<file path="src/rtl/midi_voice_alloc_if.sv">
`default_nettype none
// +--------------------------------------------------------------------+
// | midi_voice_alloc_if : command bus from the MIDI receiver plus the   |
// |                       per-voice bus consumed by the generator bank  |
// | Rev 1.0                                                             |
// +--------------------------------------------------------------------+
interface midi_voice_alloc_if #(
  parameter int NUM_VOICES = 4
);
  logic                    midi_command_ready;
  logic [3:0]              ch_message;
  logic [3:0]              chan;
  logic [6:0]              note_in;
  logic [6:0]              velocity_in;
  logic [NUM_VOICES-1:0]   gate;
  logic [7*NUM_VOICES-1:0] note_out;
  logic [7*NUM_VOICES-1:0] velocity_out;
  logic                    busy;
  logic                    done;
  logic                    drop;

  modport master (
    output midi_command_ready, ch_message, chan, note_in, velocity_in,
    input  gate, note_out, velocity_out, busy, done, drop
  );

  modport slave (
    input  midi_command_ready, ch_message, chan, note_in, velocity_in,
    output gate, note_out, velocity_out, busy, done, drop
  );
endinterface
`default_nettype wire

</file>
<file path="src/rtl/midi_voice_alloc.sv">
`default_nettype none
// +--------------------------------------------------------------------+
// | midi_voice_alloc : polyphonic Note On/Off voice allocator with      |
// |                    retrigger, first-free and oldest-steal policy    |
// | Rev 1.0                                                             |
// +--------------------------------------------------------------------+
module midi_voice_alloc #(
  parameter int NUM_VOICES = 4,
  parameter int AGE_W      = 4
) (
  input  logic              clk,
  input  logic              rst,
  input  logic              en,
  input  logic [3:0]        chan_sel,
  midi_voice_alloc_if.slave bus
);

  localparam int                 c_idx_w      = (NUM_VOICES > 1) ? $clog2(NUM_VOICES) : 1;
  localparam logic [c_idx_w-1:0] c_last_idx   = c_idx_w'(NUM_VOICES - 1);
  localparam logic [AGE_W-1:0]   c_age_max    = AGE_W'(NUM_VOICES - 1);
  localparam logic [6:0]         c_cc_all_off = 7'd123;
  localparam logic [3:0]         c_st_off     = 4'b1000;
  localparam logic [3:0]         c_st_on      = 4'b1001;
  localparam logic [3:0]         c_st_cc      = 4'b1011;

  typedef enum logic [1:0] {
    S_IDLE   = 2'd0,
    S_SCAN   = 2'd1,
    S_COMMIT = 2'd2
  } state_t;

  typedef enum logic [1:0] {
    OP_ON      = 2'd0,
    OP_OFF     = 2'd1,
    OP_ALL_OFF = 2'd2
  } op_t;

  state_t               r_state;
  op_t                  r_op;
  logic                 r_ready_d;
  logic [6:0]           r_note;
  logic [6:0]           r_vel;
  logic [c_idx_w-1:0]   r_idx;
  logic                 r_match_found;
  logic [c_idx_w-1:0]   r_match_idx;
  logic                 r_free_found;
  logic [c_idx_w-1:0]   r_free_idx;
  logic [c_idx_w-1:0]   r_oldest_idx;
  logic [AGE_W-1:0]     r_oldest_age;
  logic [NUM_VOICES-1:0] r_gate;
  logic [6:0]           r_notes [NUM_VOICES];
  logic [6:0]           r_vels  [NUM_VOICES];
  logic [AGE_W-1:0]     r_age   [NUM_VOICES];
  logic                 r_busy;
  logic                 r_done;
  logic                 r_drop;

  logic                    w_accept;
  logic                    w_is_on;
  logic                    w_is_off;
  logic                    w_is_all_off;
  logic                    w_cur_gate;
  logic [6:0]              w_cur_note;
  logic [AGE_W-1:0]        w_cur_age;
  logic                    w_cur_match;
  logic [c_idx_w-1:0]      w_target;
  logic [7*NUM_VOICES-1:0] w_note_bus;
  logic [7*NUM_VOICES-1:0] w_vel_bus;

  assign w_accept     = bus.midi_command_ready & ~r_ready_d & en & (bus.chan == chan_sel);
  assign w_is_on      = (bus.ch_message == c_st_on) && (bus.velocity_in != 7'd0);
  assign w_is_off     = (bus.ch_message == c_st_off) ||
                        ((bus.ch_message == c_st_on) && (bus.velocity_in == 7'd0));
  assign w_is_all_off = (bus.ch_message == c_st_cc) && (bus.note_in == c_cc_all_off);

  assign w_cur_gate  = r_gate[r_idx];
  assign w_cur_note  = r_notes[r_idx];
  assign w_cur_age   = r_age[r_idx];
  assign w_cur_match = w_cur_gate && (w_cur_note == r_note);

  // Retrigger beats a free slot, which beats stealing the oldest one.
  assign w_target = r_match_found ? r_match_idx :
                    r_free_found  ? r_free_idx  : r_oldest_idx;

  always_comb begin
    w_note_bus = '0;
    w_vel_bus  = '0;
    for (int i = 0; i < NUM_VOICES; i++) begin
      w_note_bus[7*i +: 7] = r_notes[i];
      w_vel_bus[7*i +: 7]  = r_vels[i];
    end
  end

  assign bus.gate         = r_gate;
  assign bus.note_out     = w_note_bus;
  assign bus.velocity_out = w_vel_bus;
  assign bus.busy         = r_busy;
  assign bus.done         = r_done;
  assign bus.drop         = r_drop;

  always_ff @(posedge clk or negedge rst) begin
    if (!rst) begin
      r_state       <= S_IDLE;
      r_op          <= OP_ON;
      r_ready_d     <= 1'b0;
      r_note        <= '0;
      r_vel         <= '0;
      r_idx         <= '0;
      r_match_found <= 1'b0;
      r_match_idx   <= '0;
      r_free_found  <= 1'b0;
      r_free_idx    <= '0;
      r_oldest_idx  <= '0;
      r_oldest_age  <= '0;
      r_gate        <= '0;
      r_busy        <= 1'b0;
      r_done        <= 1'b0;
      r_drop        <= 1'b0;
      for (int i = 0; i < NUM_VOICES; i++) begin
        r_notes[i] <= '0;
        r_vels[i]  <= '0;
        r_age[i]   <= '0;
      end
    end else begin
      r_ready_d <= bus.midi_command_ready;
      r_done    <= 1'b0;
      r_drop    <= 1'b0;
      case (r_state)
        S_IDLE: begin
          if (w_accept) begin
            r_note        <= bus.note_in;
            r_vel         <= bus.velocity_in;
            r_idx         <= '0;
            r_match_found <= 1'b0;
            r_match_idx   <= '0;
            r_free_found  <= 1'b0;
            r_free_idx    <= '0;
            r_oldest_idx  <= '0;
            r_oldest_age  <= '0;
            if (w_is_on || w_is_off) begin
              r_op    <= w_is_on ? OP_ON : OP_OFF;
              r_state <= S_SCAN;
              r_busy  <= 1'b1;
            end else if (w_is_all_off) begin
              r_op    <= OP_ALL_OFF;
              r_state <= S_COMMIT;
              r_busy  <= 1'b1;
            end
          end
        end
        S_SCAN: begin
          if (w_accept) r_drop <= 1'b1;
          if (!r_match_found && w_cur_match) begin
            r_match_found <= 1'b1;
            r_match_idx   <= r_idx;
          end
          if (!r_free_found && !w_cur_gate) begin
            r_free_found <= 1'b1;
            r_free_idx   <= r_idx;
          end
          // Strict compare keeps the lowest index on equal ages.
          if (w_cur_age > r_oldest_age) begin
            r_oldest_age <= w_cur_age;
            r_oldest_idx <= r_idx;
          end
          if (r_idx == c_last_idx) r_state <= S_COMMIT;
          else                     r_idx   <= r_idx + 1'b1;
        end
        S_COMMIT: begin
          if (w_accept) r_drop <= 1'b1;
          r_done  <= 1'b1;
          r_busy  <= 1'b0;
          r_state <= S_IDLE;
          case (r_op)
            OP_ON: begin
              for (int i = 0; i < NUM_VOICES; i++) begin
                if (c_idx_w'(i) == w_target) begin
                  r_gate[i]  <= 1'b1;
                  r_notes[i] <= r_note;
                  r_vels[i]  <= r_vel;
                  r_age[i]   <= '0;
                end else if (r_age[i] < c_age_max) begin
                  r_age[i] <= r_age[i] + 1'b1;
                end
              end
            end
            OP_OFF: begin
              if (r_match_found) r_gate[r_match_idx] <= 1'b0;
            end
            OP_ALL_OFF: r_gate <= '0;
            default: ;
          endcase
        end
        default: r_state <= S_IDLE;
      endcase
    end
  end

endmodule
`default_nettype wire

</file>
<file path="src/flat_wrapper.sv">
// flat-port wrapper written by rule: the top's interface ports become plain ports
module midi_voice_alloc_flat 
#(
  parameter int NUM_VOICES = 4,
  parameter int AGE_W      = 4
)
  (clk, rst, en, chan_sel, bus_midi_command_ready, bus_ch_message, bus_chan, bus_note_in, bus_velocity_in, bus_gate, bus_note_out, bus_velocity_out, bus_busy, bus_done, bus_drop);
  midi_voice_alloc_if #(.NUM_VOICES(NUM_VOICES)) bus_i ();
  input  logic clk;
  input  logic rst;
  input  logic en;
  input  logic [3:0] chan_sel;
  input wire logic [$bits(bus_i.midi_command_ready)-1:0] bus_midi_command_ready;
  input wire logic [$bits(bus_i.ch_message)-1:0] bus_ch_message;
  input wire logic [$bits(bus_i.chan)-1:0] bus_chan;
  input wire logic [$bits(bus_i.note_in)-1:0] bus_note_in;
  input wire logic [$bits(bus_i.velocity_in)-1:0] bus_velocity_in;
  output wire logic [$bits(bus_i.gate)-1:0] bus_gate;
  output wire logic [$bits(bus_i.note_out)-1:0] bus_note_out;
  output wire logic [$bits(bus_i.velocity_out)-1:0] bus_velocity_out;
  output wire logic [$bits(bus_i.busy)-1:0] bus_busy;
  output wire logic [$bits(bus_i.done)-1:0] bus_done;
  output wire logic [$bits(bus_i.drop)-1:0] bus_drop;
  assign bus_i.midi_command_ready = bus_midi_command_ready;
  assign bus_i.ch_message = bus_ch_message;
  assign bus_i.chan = bus_chan;
  assign bus_i.note_in = bus_note_in;
  assign bus_i.velocity_in = bus_velocity_in;
  assign bus_gate = bus_i.gate;
  assign bus_note_out = bus_i.note_out;
  assign bus_velocity_out = bus_i.velocity_out;
  assign bus_busy = bus_i.busy;
  assign bus_done = bus_i.done;
  assign bus_drop = bus_i.drop;
  midi_voice_alloc #(.NUM_VOICES(NUM_VOICES), .AGE_W(AGE_W)) u_core (.clk(clk), .rst(rst), .en(en), .chan_sel(chan_sel), .bus(bus_i));
endmodule
</file>
<file path="config.mk">
export PLATFORM = sky130hd
export DESIGN_NAME = midi_voice_alloc_flat
export DESIGN_NICKNAME = d
export VERILOG_FILES = /design/src/rtl/midi_voice_alloc_if.sv /design/src/rtl/midi_voice_alloc.sv /design/src/flat_wrapper.sv
export SDC_FILE = /design/constraint.sdc
export NUM_CORES = 1
export LEC_CHECK = 0
export CORE_MARGIN = 2
export CORE_UTILIZATION = 45
export DETAILED_ROUTE_END_ITERATION = 7
export GPL_TIMING_DRIVEN = 1
export PLACE_DENSITY = 0.7
export SYNTH_ARGS = -nofsm -noshare
export SYNTH_HDL_FRONTEND = slang
export SYNTH_SLANG_ARGS = --single-unit
</file>
<file path="constraint.sdc">
create_clock -name clk -period 4.99 [get_ports clk]
set_input_delay 0.998 -clock clk [delete_from_list [all_inputs] [get_ports clk]]
set_output_delay 0.998 -clock clk [all_outputs]
set_load 0.01 [all_outputs]
</file>
==> key figures <==
Critical path
  • WP data required: roughly 5.2 ns
  • Crit path launch type: register
  • Crit. End Element: register
  • Crit path DAT: 3.31 ns
  • WS Path Type: reg -> reg
  • Origin of the worst setup path: u_core.r_idx[1]
  • FF-to-FF Start: u_core.r_idx[1]
  • Worst-path fanout max: 18

Synth
  • Number of synthesized flops with an enable pin: 0
  • Mean post-synth cell area: between 10 and 15 um2
  • Seq/Total Area, Yosys: a little over half
  • Gate Count Post-Synth: about 420
  • Top FF cell, synth: dfrtp_1
  • Yosys warns: 0
  • Share of flip-flops with an asynchronous set or reset: between 90% and 100%
  • Post-Syn Area: between 5000 and 6000 um2
  • Syn nets: ~460
  • #FFs+latches synth: about 110
  • Yosys cell types: 47

Placement
  • I/O Buffers: 92
  • RD Place Congestion: between 0.8 and 0.9
  • DP HPWL: around 8400 um

Drt
  • Routed wire length: ~12000 um
  • Via density: about 5.6
  • Final ANT Viol Nets: 0
  • DRC viols: 0
  • Total iterations of the first detailed-routing run: 4
  • WL per Instance: 18.50 um
  • Via count: between 3000 and 4000
  • DRT iter0 DRCs: approximately 200

GRT
  • GRT Overall Usage: between 10% and 20%
  • Initial antenna violation count: 0
  • Global-route wire length before repair: between 15000 and 20000 um
  • Pin count of the biggest net entering global routing: 84
  • Number of global-route vias before repair: 3770
  • Grt ovf: 0

Clock network
  • Setup repair bufs after CTS: 0
  • Clock Path Buffers: 2
  • Insertion delay of the later-clocked pin in the worst-skew pair: around 0.36 ns
  • Root buffer cell: clkbuf_16
  • # hold bufs at CTS: 0
  • Clock sink total: 112
  • CTS tree: yes
  • Post-CTS sizing: 0
  • CTS H-tree depth: 3
  • CTS Buf Count: 9
  • Clock slew at reported path FFs: about 0.080 ns

STA
  • Final worst-path cycle share: 61.64%
  • Final setup vio count: 0
  • Max frequency: about 0.33 GHz
  • Fin crit period: 3.076 ns
  • Final clock skew: around 0.011 ns
  • Final hold vios: 0
  • Worst Tran Pin Value: approximately 1.0 ns
  • Slew HR: roughly 30%
  • TNS Setup: 0 ns
  • Hold WS: 0.5102 ns
  • RSZ-0062 raised after global routing: false
  • Final Max Tran Viols: 0

Run status
  • Status: finished clean

Finish
  • # diodes: 0
  • Commonest non-fill, non-tap cell in the layout: dfrtp_1
  • Multi-input logic area: between 2000 and 2500 um2
  • Nets: about 550
  • Share of layout cells above drive strength 1: 20.16%
  • # fillers: between 900 and 1000
  • Register area: approximately 2800 um2
  • Area Growth Syn to Fin: 24.83%
  • Commonest non-fill, non-tap cells in the layout: 112 x dfrtp_1, 91 x clkdlybuf4s50_1, 73 x mux2_2

Floorplan
  • Initial Util: 46.22%
  • Row count: 39
  • Die X: roughly 110 um
  • Die area: roughly 13000 um2
  • I/O pin count: 93
  • Core footprint: 11470 um2
  • Die Y: around 110 um

Hold path
  • Hold Startpoint: u_core.r_oldest_age[3]
  • HP Class: reg -> reg

Power and ir drop
  • Pwr Density: about 420 nW/um2
  • Peak VDD IR: 0.3187 mV
  • Lkg Pwr: between 3 and 4 nW

Flow run
  • Max-cap violations: 0
[layout make-up]
type                            count  area share (%)
Multi-Input combinational cell    272           35.44
Clock inverter                      7          0.9644
Clock buffer                        9           3.404
Sequential cell                   112           42.36
Inverter                           16          0.9077
Timing Repair Buffer               95           14.22
Tap cell                          143           2.704
[cells in the mapped netlist, types with 5 or more instances]
| cell type | number | area share [%] |
|---|---|---|
| dfrtp_1 | 112 | 53 |
| mux2_2 | 73 | 16 |
| o21ai_0 | 29 | 2.7 |
| nand2_1 | 26 | 1.8 |
| inv_1 | 16 | 1.1 |
| nor2_1 | 16 | 1.1 |
| ha_1 | 12 | 2.8 |
| a21oi_1 | 11 | 1.0 |
| mux4_1 | 9 | 4.5 |
| nor2b_1 | 9 | 1.1 |
| nor3_1 | 8 | 0.76 |
| a22oi_1 | 7 | 0.99 |
| xnor2_1 | 7 | 1.2 |
| nand3_1 | 6 | 0.57 |
| buf_2 | 5 | 0.47 |
| buf_4 | 5 | 0.71 |
| nand2b_1 | 5 | 0.59 |
[per-stage QoR]
stage	power, W	util [%]	cell area (um2)	instances	setup slack (ns)
CTS	0.002787	57.70	6616	654	1.905
global placement	0.002062	55.18	6327	638	1.751
finish	0.002766	57.70	6616	654	1.914
floorplan	0.001730	-	5300	416	2.261
global route	0.002916	57.70	6616	654	1.706
detailed placement	0.002087	55.18	6327	638	1.577
[state kept, by name, indices dropped and copies added (netlist names)]
| signal | count |
|---|---|
| u_core.r_free_found | 1 |
| u_core.r_idx | 2 |
| u_core.r_free_idx | 2 |
| u_core.r_oldest_age | 4 |
| u_core.bus.done | 1 |
| u_core.r_age | 16 |
| u_core.r_ready_d | 1 |
| u_core.bus.note_out | 28 |
| u_core.bus.gate | 4 |
| u_core.r_state | 2 |
| u_core.r_note | 7 |
| u_core.r_match_idx | 2 |
| u_core.r_vel | 7 |
| u_core.bus.drop | 1 |
| u_core.r_match_found | 1 |
| u_core.bus.velocity_out | 28 |
| u_core.r_oldest_idx | 2 |
| u_core.r_op | 2 |
| u_core.bus.busy | 1 |
[worst max-delay path, cell delays in order (launching register included)]
cell and delay (ns):
dfrtp_1 0.86, mux4_2 0.44, ha_1 0.32, nor2b_1 0.14, o21a_1 0.17, o21a_1 0.18
o21ai_0 0.45, nor2_1 0.22, mux2i_1 0.18
[path summary, 6_finish.rpt]
path	endpoint	slack, ns	cells after the start
worst max-delay path	u_core.r_oldest_idx[1]	1.91	8
worst min-delay path	u_core.r_oldest_age[3]	0.51	2
worst max register to register	u_core.r_oldest_idx[1]	1.91	8
worst min register to register	u_core.r_oldest_age[3]	0.51	2
max in group asynchronous	u_core.bus.note_out[18]	3.23	2
min in group asynchronous	u_core.bus.drop	0.79	1
[report_power, final]
group | switching (W) | internal, W | total, W
logic | 0.000404 | 0.000466 | 0.000870
clock network | 0.000347 | 0.000350 | 0.000698
registers | 0.000140 | 0.00106 | 0.00120
total | 0.000891 | 0.00188 | 0.00277
[logic make-up after synthesis]
| kind of cell | share of synthesized area, % |
|---|---|
| flip-flops | 52.88 |
| AND/OR/NAND/NOR | 9.230 |
| multiplexers | 22.43 |
| AO/OA/AOI/OAI | 7.932 |
| buffers and inverters | 2.880 |
| adder cells (fa/ha/maj) | 2.833 |
| XOR/XNOR | 1.818 |
[per-layer routing]
metal | track usage (%) | vias to the layer above | part of all wire [%]
met5 | 0 | - | 0
met4 | 5.041 | 0 | 1.2
met3 | 7.289 | 14 | 7.7
met2 | 31.04 | 115 | 47
met1 | 26.30 | 1834 | 44
li1 | - | 1697 | -
Power figures use the tool's default switching activity.
